[src/rtl/sram_rr_arbiter_if.sv]
// Requester-side bundle for the shared SRAM arbiter.
// Masters drive requests; the arbiter answers with grants and read returns.
interface sram_rr_arbiter_if #(
  parameter int NUM_REQ = 4,
  parameter int WIDTH   = 32,
  parameter int AW      = 5
) ();
  logic [NUM_REQ-1:0]       req;
  logic [NUM_REQ-1:0]       we;
  logic [NUM_REQ-1:0]       lock;
  logic [NUM_REQ*AW-1:0]    addr;
  logic [NUM_REQ*WIDTH-1:0] wdata;
  logic [NUM_REQ-1:0]       gnt;
  logic [NUM_REQ-1:0]       rvalid;
  logic [WIDTH-1:0]         rdata;
  logic                     burst_active;

  modport master (
    output req, we, lock, addr, wdata,
    input  gnt, rvalid, rdata, burst_active
  );

  modport slave (
    input  req, we, lock, addr, wdata,
    output gnt, rvalid, rdata, burst_active
  );
endinterface

[src/rtl/sram_rr_arbiter.sv]
// Round-robin arbiter sharing one single-port SRAM among NUM_REQ requesters.
// Supports locked bursts of up to MAX_BURST beats; reads return one cycle later.
module sram_rr_arbiter #(
  parameter int NUM_REQ   = 4,
  parameter int WIDTH     = 32,
  parameter int DEPTH     = 32,
  parameter int MAX_BURST = 4,
  parameter int AW        = $clog2(DEPTH)
) (
  input  logic             clk,
  input  logic             rst,
  sram_rr_arbiter_if.slave bus,
  output logic [AW-1:0]    sram_addr,
  output logic             sram_ren,
  output logic             sram_wen,
  output logic [WIDTH-1:0] sram_d,
  input  logic [WIDTH-1:0] sram_q
);

  localparam int IW = (NUM_REQ > 1) ? $clog2(NUM_REQ) : 1;
  localparam int BW = $clog2(MAX_BURST + 1);

  typedef enum logic {
    UNLOCKED,
    LOCKED
  } mode_t;

  mode_t              mode_q, mode_d;
  logic [IW-1:0]      ptr_q, ptr_d;
  logic [IW-1:0]      owner_q, owner_d;
  logic [BW-1:0]      beats_q, beats_d;
  logic [NUM_REQ-1:0] rd_pend_q;
  logic [NUM_REQ-1:0] gnt;
  logic [IW-1:0]      sel;
  logic               hit;

  // State register: pointer, lock mode, owner, beat count, pending reads.
  always_ff @(posedge clk) begin
    if (!rst) begin
      mode_q    <= UNLOCKED;
      ptr_q     <= '0;
      owner_q   <= '0;
      beats_q   <= '0;
      rd_pend_q <= '0;
    end else begin
      mode_q    <= mode_d;
      ptr_q     <= ptr_d;
      owner_q   <= owner_d;
      beats_q   <= beats_d;
      rd_pend_q <= gnt & ~bus.we;
    end
  end

  // Grant selection and next-state: locked owner first, else round-robin.
  always_comb begin
    int idx;
    idx     = 0;
    gnt     = '0;
    sel     = '0;
    hit     = 1'b0;
    mode_d  = mode_q;
    ptr_d   = ptr_q;
    owner_d = owner_q;
    beats_d = beats_q;
    if (!rst) begin
      hit = 1'b0;
    end else if (mode_q == LOCKED && bus.req[owner_q]) begin
      hit          = 1'b1;
      sel          = owner_q;
      gnt[owner_q] = 1'b1;
      beats_d      = beats_q + BW'(1);
      if (!bus.lock[owner_q] ||
          (int'(beats_q) + 1 == MAX_BURST))
        mode_d = UNLOCKED;
    end else begin
      // An absent owner releases the lock without a bubble.
      mode_d = UNLOCKED;
      for (int j = 0; j < NUM_REQ; j++) begin
        idx = (int'(ptr_q) + j) % NUM_REQ;
        if (!hit && bus.req[idx]) begin
          hit = 1'b1;
          sel = IW'(idx);
        end
      end
      if (hit) begin
        gnt[sel] = 1'b1;
        ptr_d    = IW'((int'(sel) + 1) % NUM_REQ);
        if (bus.lock[sel] && MAX_BURST > 1) begin
          mode_d  = LOCKED;
          owner_d = sel;
          beats_d = BW'(1);
        end
      end
    end
  end

  // SRAM drive from the granted requester; idle bus when nothing granted.
  always_comb begin
    sram_addr = '0;
    sram_d    = '0;
    sram_ren  = 1'b0;
    sram_wen  = 1'b0;
    if (hit) begin
      sram_addr = bus.addr[sel*AW +: AW];
      sram_d    = bus.wdata[sel*WIDTH +: WIDTH];
      sram_wen  = bus.we[sel];
      sram_ren  = !bus.we[sel];
    end
  end

  assign bus.gnt          = gnt;
  assign bus.rvalid       = rd_pend_q;
  assign bus.rdata        = sram_q;
  assign bus.burst_active = (mode_q == LOCKED);

endmodule

[src/flat_wrapper.sv]
// flat-port wrapper written by rule: the top's interface ports become plain ports
module sram_rr_arbiter_flat 
#(
  parameter int NUM_REQ   = 4,
  parameter int WIDTH     = 32,
  parameter int DEPTH     = 32,
  parameter int MAX_BURST = 4,
  parameter int AW        = $clog2(DEPTH)
)
  (clk, rst, sram_addr, sram_ren, sram_wen, sram_d, sram_q, bus_req, bus_we, bus_lock, bus_addr, bus_wdata, bus_gnt, bus_rvalid, bus_rdata, bus_burst_active);
  sram_rr_arbiter_if #(.NUM_REQ(NUM_REQ), .WIDTH(WIDTH), .AW(AW)) bus_i ();
  input  logic clk;
  input  logic rst;
  output logic [AW-1:0] sram_addr;
  output logic sram_ren;
  output logic sram_wen;
  output logic [WIDTH-1:0] sram_d;
  input  logic [WIDTH-1:0] sram_q;
  input wire logic [$bits(bus_i.req)-1:0] bus_req;
  input wire logic [$bits(bus_i.we)-1:0] bus_we;
  input wire logic [$bits(bus_i.lock)-1:0] bus_lock;
  input wire logic [$bits(bus_i.addr)-1:0] bus_addr;
  input wire logic [$bits(bus_i.wdata)-1:0] bus_wdata;
  output wire logic [$bits(bus_i.gnt)-1:0] bus_gnt;
  output wire logic [$bits(bus_i.rvalid)-1:0] bus_rvalid;
  output wire logic [$bits(bus_i.rdata)-1:0] bus_rdata;
  output wire logic [$bits(bus_i.burst_active)-1:0] bus_burst_active;
  assign bus_i.req = bus_req;
  assign bus_i.we = bus_we;
  assign bus_i.lock = bus_lock;
  assign bus_i.addr = bus_addr;
  assign bus_i.wdata = bus_wdata;
  assign bus_gnt = bus_i.gnt;
  assign bus_rvalid = bus_i.rvalid;
  assign bus_rdata = bus_i.rdata;
  assign bus_burst_active = bus_i.burst_active;
  sram_rr_arbiter #(.NUM_REQ(NUM_REQ), .WIDTH(WIDTH), .DEPTH(DEPTH), .MAX_BURST(MAX_BURST), .AW(AW)) u_core (.clk(clk), .rst(rst), .bus(bus_i), .sram_addr(sram_addr), .sram_ren(sram_ren), .sram_wen(sram_wen), .sram_d(sram_d), .sram_q(sram_q));
endmodule
[config.mk]
export PLATFORM = sky130hd
export DESIGN_NAME = sram_rr_arbiter_flat
export DESIGN_NICKNAME = d
export VERILOG_FILES = /design/src/rtl/sram_rr_arbiter_if.sv /design/src/rtl/sram_rr_arbiter.sv /design/src/flat_wrapper.sv
export SDC_FILE = /design/constraint.sdc
export NUM_CORES = 1
export LEC_CHECK = 0
export BUFFER_PORTS_ARGS = -buffer_cell sky130_fd_sc_hd__buf_2
export CORE_AREA = 2 2 106 108
export DETAILED_ROUTE_END_ITERATION = 16
export DIE_AREA = 0 0 108 110
export GPL_ROUTABILITY_DRIVEN = 0
export PLACE_DENSITY = 0.53
export SETUP_SLACK_MARGIN = 0.1
export SLEW_MARGIN = 10
export SYNTH_ARGS = -nofsm -noshare
export SYNTH_HDL_FRONTEND = slang
export SYNTH_SLANG_ARGS = --single-unit
[constraint.sdc]
create_clock -name clk -period 6.5 [get_ports clk]
set_clock_uncertainty 0.15 [all_clocks]
set_input_delay 0.975 -clock clk [delete_from_list [all_inputs] [get_ports clk]]
set_output_delay 0.975 -clock clk [all_outputs]
set_load 0.01 [all_outputs]
* Yosys cells after proc, flatten, opt, wreduce, memory -nomap -nowiden
Cells that the tools add are included. Widths: inputs -> output; s select.
Storage, ports and cells: register bits after elaboration 12, bits in latches 0, RAM bits 0, bits in read-only memories 0, output and inout bits 80, memories 0
Operators by class: add/sub/neg operators 6, multipliers 1, div/mod/pow operators 0, order comparisons 9, eq/ne operators 2, shifts and indexed selects 2, mux-type cells 59, bitwise logic cells 6, reduce and logical (&&, ||, !) cells 20
Operators with widths (number):
- $shiftx 128x8->32 | 1
- $mux 1 | 33
- $eq 32x4->1 const B | 1
- $mux 32 | 1
- $shiftx 20x6->5 | 1
- $bmux 1 s2 | 8
- $mux 2 | 8
- $lt 2x3->1 const B | 4
- $lt 3x4->1 const B | 3
- $mux 4 | 3
- $mux 3 | 3
- $logic_and 1x1->1 | 6
- $reduce_or 2->1 | 3
- $logic_not 1->1 | 5
- $mul 2x3->5 const B | 1
- $mux 5 | 1
- $add 2x1->2 const B | 2
- $add 2x2->2 const B | 2
- $add 3x1->4 const B | 1
- $and 4x4->4 | 1
- $demux 1 s2 | 2
- $ge 2x1->1 const B | 2
- $not 4->4 | 1
- $reduce_and 2->1 | 2
- other kinds (7) | 10

* Logic depth before layout (Yosys ltp)
Gate-level depths: netlist (run 1).
word-level depth 28, gate-level depth with buffers 9, gate-level depth less buffers 8

* Least setup slack after synthesis (run 1)
OpenSTA, ideal clock, no wires.
kind input -> output, from input port bus_req[0], to output port sram_d[11], arrival time 2405 ps, slack 2970 ps, cell stages on the path 8, buffers on the path 2, cells stage by stage nor2b_1 -> o21a_1 -> o41ai_2 -> nand2_1 -> buf_6 -> buf_6 -> mux2i_1 -> o22ai_1
On the way: word-level cells in the longest chain between the ends 24, elaborated cells on any way between the ends 44, those cells by class shift (1); mux (36); reduce/logical (7)
RTL lines:
- start, declared | RTL line flat_wrapper.sv:19 | input wire logic [$bits(bus_i.req)-1:0] bus_req;
- $bmux 1 s2 | RTL line sram_rr_arbiter.sv:80 | if (!hit && bus.req[idx]) begin
- $mux 1 (not written as such) | RTL line sram_rr_arbiter.sv:80
- $mux 1 | RTL line sram_rr_arbiter.sv:80
- $mux 1 | RTL line sram_rr_arbiter.sv:67 | end else if (mode_q == LOCKED && bus.req[owner_q]) begin
- $mux 1 | RTL line sram_rr_arbiter.sv:65 | if (!rst) begin
- $logic_not 1->1 | RTL line sram_rr_arbiter.sv:80
- $logic_and 1x1->1 | RTL line sram_rr_arbiter.sv:80
- $mux 1 | RTL line sram_rr_arbiter.sv:80
- (+8 left out)
- $logic_and 1x1->1 | RTL line sram_rr_arbiter.sv:80
- $mux 2 | RTL line sram_rr_arbiter.sv:80
- $mux 2 | RTL line sram_rr_arbiter.sv:67
- $mux 2 | RTL line sram_rr_arbiter.sv:65
- $mux 2 | RTL line sram_rr_arbiter.sv:67
- $mux 2 | RTL line sram_rr_arbiter.sv:65
- $shiftx 128x8->32 | RTL line sram_rr_arbiter.sv:105 | sram_d = bus.wdata[sel*WIDTH +: WIDTH];
- $mux 32 (*) | RTL line sram_rr_arbiter.sv:103 | if (hit) begin
- end, declared | RTL line flat_wrapper.sv:17 | output logic [WIDTH-1:0] sram_d;
Mark *: on every way between the ends. The rest lies on a longest branch, timed or not. The select of a mux whose other input is x is not followed.

* Worst setup path in the final report (run 1)
from input port bus_req[1], to output port sram_d[3]
Same word-level chain as after synthesis.

==> reports/qor.yml, run 1 <==
worst_setup_path:
  worst-setup-path-type: "in -> out"
  crit_path_max_fanout: 39
  cp.buffers_inverters: 2
  rr_startpoint: "u_core.ptr_q[0]"
  path_depth: 8
  cp_slowest_cell: "nand3_2"
  critPathMaxStageDelay_ns: 0.73
  arrival_ns: 3.57
  crit_start: "bus_req[1]"
  cp.required_ns: 5.37
  reg2reg_depth: 8
  path_cells: "buf_2 -> mux2_4 -> a2bb2oi_4 -> nand3_2 -> o21ai_1 -> nand3_2 -> o22ai_1 -> buf_2"
  crit_family: "compound AO/OA/AOI/OAI gates"
  start_kind: "input pin"
  cp-end-kind: "output port"
  cp-endpoint: "sram_d[3]"
  reg2reg_to: "u_core.bus.rvalid[0]"
  rrSetupSlack_ns: 4.22
final_layout:
  final_cell_mix: "buf_2 (209), mux2i_1 (80), o22ai_1 (38)"
  fin_cells: 573
  final_layout_size_suffix_gt1_share_pct: 52.42
  nets: 635
  design_area_um2: 3242
  final_common_cell: "buf_2"
  synthToLayoutAreaGrowth_pct: 41.20
  seqCellArea_um2: 240.2
  fillers: 1129
  multi_input_area_um2: 1705
  antenna_cells: 0
sta:
  setup_violations: 0
  period_share_pct: 72.22
  layout_min_cycle_time_ns: 4.694
  hold_viol: 0
  tightest_slew_ns: 1.193
  finalSetupTns_ns: 0
  maxSlewHeadroom_pct: 20.42
  slew_viol_final: 0
  timing.hold.ws_ns: 0.4174
  rsz0062_at_grt: "false"
  fmax_ghz: 0.2130
  setup_slack_ns: 1.806
clock_network:
  cts_buffers: 3
  ctsHoldBuffers: 0
  post-cts-setup-buffers: 0
  cts_tree: "yes"
  path_clk_slew_ns: 0.05
  clock-root-buffer: "clkbuf_8"
  htree_levels: 1
  worstSkewPairLatency_ns: 0.24
  cts.repair.resized: 0
  cts_sinks: 12
  cts_buffer_depth: 2
route:
  antenna_left: 0
  drtIter0Drc: 95
  via_count: 2721
  drt-wirelength-per-cell_um: 15.21
  vias_per_cell: 4.749
  first_pass_iters: 4
  drt_wl_total_um: 8716
  drc: 0
power_and_ir_drop:
  leakage_nw: 2.009
  power-per-cell-area_nw_per_um2: 232.9
  p_switching_mw: 0.3563
  clkPwrFrac_pct: 9.1
  p_sw_share_pct: 47.20
  intPower_mw: 0.3986
  pwr-share-seq_pct: 14.9
  p_comb_share_pct: 76.0
  ir_drop_mv: 0.08992
placement:
  dp_cells: 570
  port_buffers: 209
  postPlaceCellArea_um2: 3201
  dp_worst_setup_slack_ns: 1.803
  dpl.hpwl_um: 6972
logic_synthesis:
  syn_nets: 472
  synth_seq_area_share_pct: 10.46
  synth.avg_cell_area_um2: 8.441
  async_flop_share_pct: 0
  netlist_instances: 272
  synth_seq_cells: 12
  ys_types: 46
  yosys_warnings: 0
  syn_area_um2: 2296
  synth_edf_count: 0
  synth_flop_cell: "dfxtp_1"
run_status:
  status: "finished, final reports clean"
global_routing:
  grt_pass1_wl_um: 11720
  gr-total-overflow: 0
  grt_pass1_vias: 2382
  antenna_found_initial: 0
  grt_use_total_pct: 12.48
  grt_max_degree: 54
hold_path:
  hp-class: "reg -> reg"
floorplan:
  core_area_um2: 10700
  start_util_pct: 21.46
  die_y_um: 110
  io_pins: 274
  rows: 38
  dieArea_um2: 11880
  die_x_um: 108
job:
  cap_violations: 0
==> final cells by class <==
class | instances | area share (%)
inverter | 5 | 0.5789
multi-input combinational | 202 | 52.61
timing repair buffer | 211 | 32.73
clock buffer | 3 | 1.274
sequential | 12 | 7.410
tap | 140 | 5.403
==> stage by stage <==
stage | power (mW) | utilization, %
after floorplan | 0.5244 | -
after global placement | 0.6764 | 29.92
after detailed placement | 0.6876 | 29.92
after CTS | 0.7596 | 30.30
after global routing | 0.8145 | 30.30
final | 0.7550 | 30.30
==> worst register-to-register path, cell delays in order (launching register included) <==
cell and delay, ns:
dfxtp_1 0.38, nor2b_1 0.08, o21a_1 0.22, nor3_1 0.51, inv_1 0.14, ha_1 0.23
and3_1 0.14, o21a_1 0.20, nor2b_1 0.13
==> worst min-delay path by stage <==
stage | from | end | slack (ns) | depth (start not counted)
floorplan | u_core.ptr_q[1] | u_core.ptr_q[1] | 0.33 | 2
global placement | u_core.ptr_q[1] | u_core.ptr_q[1] | 0.39 | 2
detailed placement | u_core.ptr_q[0] | u_core.ptr_q[0] | 0.39 | 1
CTS | u_core.ptr_q[0] | u_core.ptr_q[0] | 0.41 | 1
global route | u_core.beats_q[1] | u_core.beats_q[1] | 0.45 | 2
finish | u_core.beats_q[0] | u_core.beats_q[0] | 0.42 | 2
==> cells in the mapped netlist, drive strengths merged, types with 2 or more instances <==
cell type  number  area [µm²]
a21boi          2       15.02
a21oi           2       10.01
a31oi           2       12.51
and2            4       25.02
and3            2       12.51
buf            46       335.3
clkbuf          7       26.28
dfxtp          12       240.2
ha              6       75.07
inv             5       18.77
mux2            4       52.55
mux2i          81       814.5
nand2          11       41.29
nand2b          6       37.54
nand3           4       25.02
nor2            5       18.77
nor2b           8       50.05
nor3            3       15.01
nor3b           2       15.01
o21a            3       22.52
o21ai           4       23.77
o22ai          39       250.2
==> logic make-up after synthesis <==
| logic type | Yosys count | synth area share, % |
|---|---|---|
| mux | 86 | 38.75 |
| compound gates | 62 | 19.40 |
| buf+inv | 58 | 16.57 |
| simple gates | 47 | 11.17 |
| flops | 12 | 10.46 |
| fa+ha+maj | 6 | 3.270 |
| xor+xnor | 1 | 0.3815 |
==> metal layers <==
layer | part of all wire, % | vias up | GRT usage, %
met3 | 7.2 | 18 | 2.763
li1 | - | 1306 | -
met4 | 1.6 | 0 | 3.022
met2 | 50 | 120 | 21.34
met5 | 0 | - | 0
met1 | 41 | 1277 | 15.99
==> power by group through the flow <==
stage	Sequential [mW]	Clock [mW]	Combinational, mW
floorplan	0.104	0	0.420
global placement	0.113	0	0.564
detailed placement	0.113	0	0.575
CTS	0.112	0.0720	0.576
global route	0.116	0.0765	0.622
finish	0.112	0.0688	0.574
==> flip-flops by register name (all words and copies together), names as in the netlist <==
name                     flops
u_core.beats_q               3
u_core.bus.burst_active      1
u_core.bus.rvalid            4
u_core.owner_q               2
u_core.ptr_q                 2
Power figures use the tool's default switching activity.
==> inputs of run 2 (changes only) <==
--- a/config.mk
+++ b/config.mk
@@ -10,7 +10,7 @@
 export DETAILED_ROUTE_END_ITERATION = 16
 export DIE_AREA = 0 0 108 110
 export GPL_ROUTABILITY_DRIVEN = 0
-export PLACE_DENSITY = 0.53
+export PLACE_DENSITY = 0.55
 export SETUP_SLACK_MARGIN = 0.1
 export SLEW_MARGIN = 10
 export SYNTH_ARGS = -nofsm -noshare
==> constraint.sdc (replaced) <==
create_clock -name clk -period 3.93 [get_ports clk]
set_clock_uncertainty 0.15 [all_clocks]
set_input_delay 0.5895 -clock clk [delete_from_list [all_inputs] [get_ports clk]]
set_output_delay 0.5895 -clock clk [all_outputs]
set_load 0.01 [all_outputs]
==> reports/qor.yml, run 2 (synthesized netlist as in run 1, its figures left out) <==
global_routing:
  gr-total-overflow: 0  # unchanged
  antenna_found_initial: 0  # unchanged
  grt_pass1_wl_um: 10980  # -6.2%
  grt_max_degree: 55  # +1.9%
  grt_pass1_vias: 2366  # -0.67%
  grt_use_total_pct: 11.54  # -0.94 points
run_status:
  status: "finished, final reports clean"
clock_network:
  path_clk_slew_ns: 0.06  # about the same
  cts_buffers: 3  # unchanged
  clock-root-buffer: "clkbuf_8"
  cts_tree: "yes"
  worstSkewPairLatency_ns: 0.24  # about the same
  cts_buffer_depth: 2  # unchanged
  cts_sinks: 12  # unchanged
  htree_levels: 1  # unchanged
  ctsHoldBuffers: 0  # unchanged
placement:
  dpl.hpwl_um: 6546  # -6.1%
  port_buffers: 209  # unchanged
  postPlaceCellArea_um2: 3221  # +0.63%
worst_setup_path:
  crit_path_max_fanout: 39  # unchanged
  arrival_ns: 2.66  # -0.91 ns
  start_kind: "register"
  cp-end-kind: "output port"
  cp.required_ns: 3.19  # -2.18 ns
  rrSetupSlack_ns: 1.67  # -2.55 ns
  rr_startpoint: "u_core.ptr_q[0]"
  worst-setup-path-type: "reg -> out"
  reg2reg_depth: 8  # unchanged
  reg2reg_to: "u_core.bus.rvalid[0]"
floorplan:
  io_pins: 274  # unchanged
  rows: 38  # unchanged
  die_y_um: 110  # unchanged
  start_util_pct: 21.46  # unchanged
  die_x_um: 108  # unchanged
  core_area_um2: 10700  # unchanged
  dieArea_um2: 11880  # unchanged
hold_path:
  min_path_cells: 2  # unchanged
  hp-class: "reg -> reg"
  min_from: "u_core.ptr_q[1]"
  hold_end: "u_core.ptr_q[1]"
route:
  antenna_left: 0  # unchanged
  wl_met2_um: 4060  # -7.1%
  drt-wirelength-per-cell_um: 13.96  # -8.2%
  via_count: 2653  # -2.5%
  drt_wl_total_um: 8027  # -7.9%
  first_pass_iters: 4  # unchanged
  dr_wl_met3_um: 728  # +15%
  wirelength_met1_um: 3104  # -13%
  drc: 0  # unchanged
  vias_per_cell: 4.614  # -2.8%
  drtIter0Drc: 85  # -11%
  topRoutingLayerUsed: "met4"
sta:
  hold_viol: 0  # unchanged
  slew_viol_final: 0  # unchanged
  tightest_slew_ns: 1.107  # -0.08586 ns
  finalSetupTns_ns: 0  # unchanged
  fmax_ghz: 0.2939
  layout_min_cycle_time_ns: 3.403
  rsz0062_at_grt: "false"
  maxSlewHeadroom_pct: 26.14  # +5.7 points
  setup_violations: 0  # unchanged
  period_share_pct: 86.58
final_layout:
  design_area_um2: 3283  # +1.3%
  antenna_cells: 0  # unchanged
  nets: 636  # +0.16%
  synthToLayoutAreaGrowth_pct: 43.00
  largest_reg_flops: 4  # unchanged
  final_layout_size_suffix_gt1_share_pct: 52.64  # +0.22 points
  final_cell_mix: "buf_2 (209), mux2i_1 (80), o22ai_1 (38)"
  final_common_cell: "buf_2"
power_and_ir_drop:
  leakage_nw: 2.027  # +0.89%
  power-per-cell-area_nw_per_um2: 385.3  # +65%
  ir_drop_mv: 0.1842  # +100%
job:
  cap_violations: 0  # unchanged
==> run 2: cell types whose count changed in the layout (fill, tap and decap cells not counted), sizes merged <==
| cell | before | now |
|---|---|---|
| buf | 211 | 212 |
| clkbuf | 3 | 4 |
==> run 2: power breakdown <==
group	switching, mW	total [mW]	internal [mW]
combinational	0.498	0.944	0.446
clock	0.0469	0.135	0.0886
sequential	0.0358	0.186	0.150
==> run 2: repair_timing <==
| item | 4_1_cts | 5_1_grt |
|---|---|---|
| endpoints found under the hold margin | 0 | 0 |
| gates resized for setup | 0 | 1 |
| setup endpoints to repair | 0 | 11 |
| setup buffers | 0 | 0 |
==> run 2: how the worst max path moves through the flow <==
stage,start,endpoint,slack (ns),cells past startpoint
after CTS,u_core.owner_q[1],sram_d[19],0.18,7
after global placement,bus_req[1],sram_d[19],0.35,8
final,u_core.owner_q[1],sram_d[19],0.53,6
after global routing,u_core.owner_q[1],sram_d[19],0.34,6
after detailed placement,bus_req[1],sram_d[19],0.32,8
after floorplan,bus_req[0],sram_d[11],1.17,8
==> run 2: critical path: stages (launching register included) <==
cell and delay (ns):
dfxtp_1 0.51, mux2i_2 0.34, a2bb2oi_4 0.17, buf_4 0.23
o2111ai_4 0.55, o22ai_1 0.40, buf_2 0.21
==> run 2: cell type report <==
class / instances / area [µm²]
clock buffer: 4 / 55.05
fill: 1153 / 7415
inverter: 5 / 18.77
multi-input combinational: 202 / 1713
sequential: 12 / 240.2
tap: 140 / 175.2
timing repair buffer: 212 / 1081
==> run 2: layer usage <==
metal / track usage [%] / vias up
li1: - / 1320
met1: 14.05 / 1195
met2: 20.08 / 122
met3: 3.292 / 16
met4: 2.839 / 0
met5: 0 / -
==> run 2: through the flow <==
step	hold WS [ns]	util (%)	std cells	setup WS (ns)	power, mW
detailed placement	0.3729	30.11	571	0.3213	1.138
CTS	0.3830	30.62	575	0.1821	1.278
finish	0.3764	30.69	575	0.5272	1.265
floorplan	0.3321	-	272	1.171	0.8673
global route	0.3888	30.69	575	0.3419	1.371
global placement	0.3732	30.11	571	0.3522	1.122
==> inputs of run 3 (changes only) <==
--- a/config.mk
+++ b/config.mk
@@ -6,11 +6,13 @@
 export NUM_CORES = 1
 export LEC_CHECK = 0
 export BUFFER_PORTS_ARGS = -buffer_cell sky130_fd_sc_hd__buf_2
-export CORE_AREA = 2 2 106 108
+export CELL_PAD_IN_SITES_DETAIL_PLACEMENT = 0
+export CELL_PAD_IN_SITES_GLOBAL_PLACEMENT = 2
+export CORE_MARGIN = 2
+export CORE_UTILIZATION = 14
 export DETAILED_ROUTE_END_ITERATION = 16
-export DIE_AREA = 0 0 108 110
 export GPL_ROUTABILITY_DRIVEN = 0
-export PLACE_DENSITY = 0.55
+export PLACE_DENSITY = 0.76
 export SETUP_SLACK_MARGIN = 0.1
 export SLEW_MARGIN = 10
 export SYNTH_ARGS = -nofsm -noshare
==> reports/qor.yml, run 3 (synthesized netlist as in run 1, its figures left out) <==
worst_setup_path:
  crit_path_frequent_cell: "nand3_2"
  cp_slowest_cell: "dfxtp_1"
  cp.required_ns: 3.19  # about the same
  cp-end-kind: "output port"
  path_cells: "mux2i_2 -> a2bb2oi_4 -> nand3_2 -> o21ai_1 -> nand3_2 -> buf_12 -> o22ai_1 -> buf_2"
  worst-setup-path-type: "reg -> out"
  critPathMaxStageDelay_ns: 0.51  # -0.04 ns
  crit_family: "compound AO/OA/AOI/OAI gates"
  crit_path_max_fanout: 25  # -36%
  arrival_ns: 2.71  # +0.05 ns
  start_kind: "register"
  cp.buffers_inverters: 2  # unchanged
hold_path:
  hp-class: "in -> reg"
floorplan:
  start_util_pct: 14.40  # -7.1 points
  rows: 46  # +21%
  die_x_um: 132.1  # +22%
  die_y_um: 132.1  # +20%
  core_area_um2: 15940  # +49%
  dieArea_um2: 17440  # +47%
  io_pins: 274  # unchanged
sta:
  rsz0062_at_grt: "false"
  finalSetupTns_ns: 0  # unchanged
  setup_violations: 0  # unchanged
  layout_min_cycle_time_ns: 3.446  # +0.04334 ns
  tightest_slew_ns: 0.6014  # -0.5059 ns
  maxSlewHeadroom_pct: 59.60  # +33 points
  period_share_pct: 87.69  # +1.1 points
  fmax_ghz: 0.2902  # -1.3%
  hold_viol: 0  # unchanged
  slew_viol_final: 0  # unchanged
power_and_ir_drop:
  leakage_nw: 2.068  # +2.0%
  intPower_mw: 0.7732  # +13%
  power-per-cell-area_nw_per_um2: 401.0  # +4.1%
  clkPwrFrac_pct: 15.2  # +4.5 points
  ir_drop_mv: 0.1339  # -27%
  p_sw_share_pct: 44.23  # -1.7 points
  pwr-share-seq_pct: 13.4  # -1.3 points
  p_switching_mw: 0.6131  # +5.6%
  p_comb_share_pct: 71.4  # -3.2 points
final_layout:
  largest_reg_flops: 4  # unchanged
  final_layout_size_suffix_gt1_share_pct: 52.86  # +0.22 points
  antenna_cells: 0  # unchanged
  design_area_um2: 3457  # +5.3%
  final_common_cell: "buf_2"
  synthToLayoutAreaGrowth_pct: 50.57
  nets: 638  # +0.31%
  fin_cells: 653  # +14%
  final_cell_mix: "buf_2 (209), mux2i_1 (80), o22ai_1 (38)"
clock_network:
  cts_buffers: 3  # unchanged
  cts.repair.resized: 0  # unchanged
  htree_levels: 1  # unchanged
  cts_sinks: 12  # unchanged
  clock-root-buffer: "clkbuf_16"
  path_clk_slew_ns: 0.05  # about the same
  post-cts-setup-buffers: 0  # unchanged
  ctsHoldBuffers: 0  # unchanged
  cts_tree: "yes"
  cts_buffer_depth: 2  # unchanged
  worstSkewPairLatency_ns: 0.24  # about the same
placement:
  postPlaceCellArea_um2: 3368  # +4.6%
  dp_cells: 649  # +14%
  port_buffers: 209  # unchanged
  dpl.hpwl_um: 7413  # +13%
route:
  drc: 0  # unchanged
  vias_per_cell: 4.116  # -11%
  drt_wl_total_um: 8972  # +12%
  via_count: 2688  # +1.3%
  drt-wirelength-per-cell_um: 13.74  # -1.6%
  first_pass_iters: 4  # unchanged
  drtIter0Drc: 89  # +4.7%
  antenna_left: 0  # unchanged
run_status:
  status: "finished, final reports clean"
global_routing:
  grt_max_degree: 48  # -13%
  antenna_found_initial: 0  # unchanged
  gr-total-overflow: 0  # unchanged
  grt_use_total_pct: 9.301  # -2.2 points
  grt_pass1_wl_um: 13170  # +20%
  grt_pass1_vias: 2520  # +6.5%
job:
  cap_violations: 0  # unchanged
==> run 3: final cells by class <==
type | count | area, µm²
inverters | 5 | 18.77
multi-input cells | 202 | 1705
flip-flops and latches | 12 | 240.2
clock buffers | 4 | 88.84
fillers | 1786 | 12490
well taps | 216 | 270.3
repair buffers | 214 | 1134
==> run 3: per-stage QoR <==
stage / worst slack [ns] / power (mW) / hold WS, ns / util, %
6_report: 0.4839 / 1.386 / 0.3779 / 21.68
5_1_grt: 0.3140 / 1.491 / 0.3774 / 21.68
4_1_cts: 0.4763 / 1.403 / 0.3739 / 21.68
3_5_place_dp: 0.5877 / 1.184 / 0.3812 / 21.13
3_3_place_gp: 0.6233 / 1.174 / 0.3678 / 21.13
2_1_floorplan: 1.171 / 0.8673 / 0.3321 / -
==> run 3: worst register-to-register path, delay by kind of cell, from the launching register on <==
family / cells / cell delay, ns
AO/OA/AOI/OAI: 2 / 0.43
flip-flops: 1 / 0.37
AND/OR/NAND/NOR: 4 / 0.88
adder cells (fa/ha/maj): 1 / 0.22
buffers and inverters: 1 / 0.14
==> run 3: power by group through the flow <==
stage / registers [mW] / clock network (mW) / logic [mW]
after global routing: 0.191 / 0.224 / 1.08
after floorplan: 0.173 / 0 / 0.695
after CTS: 0.185 / 0.217 / 1.00
after detailed placement: 0.187 / 0 / 0.997
final: 0.185 / 0.211 / 0.991
after global placement: 0.187 / 0 / 0.987
==> run 3: final timing paths <==
kind	from	endpoint	slack, ns	cells after the start
max	u_core.owner_q[1]	sram_d[13]	0.48	8
min	bus_we[2]	u_core.bus.rvalid[2]	0.38	2
min reg2reg	u_core.ptr_q[1]	u_core.ptr_q[1]	0.39	2
max reg2reg	u_core.ptr_q[0]	u_core.bus.rvalid[0]	1.64	8
==> run 3: layer usage <==
layer	up-vias	wire length, µm	track usage (%)
met1	1198	3589	10.64
met4	0	108	2.114
li1	1320	-	-
met3	16	789	2.384
met2	154	4484	17.25
met5	-	0	0
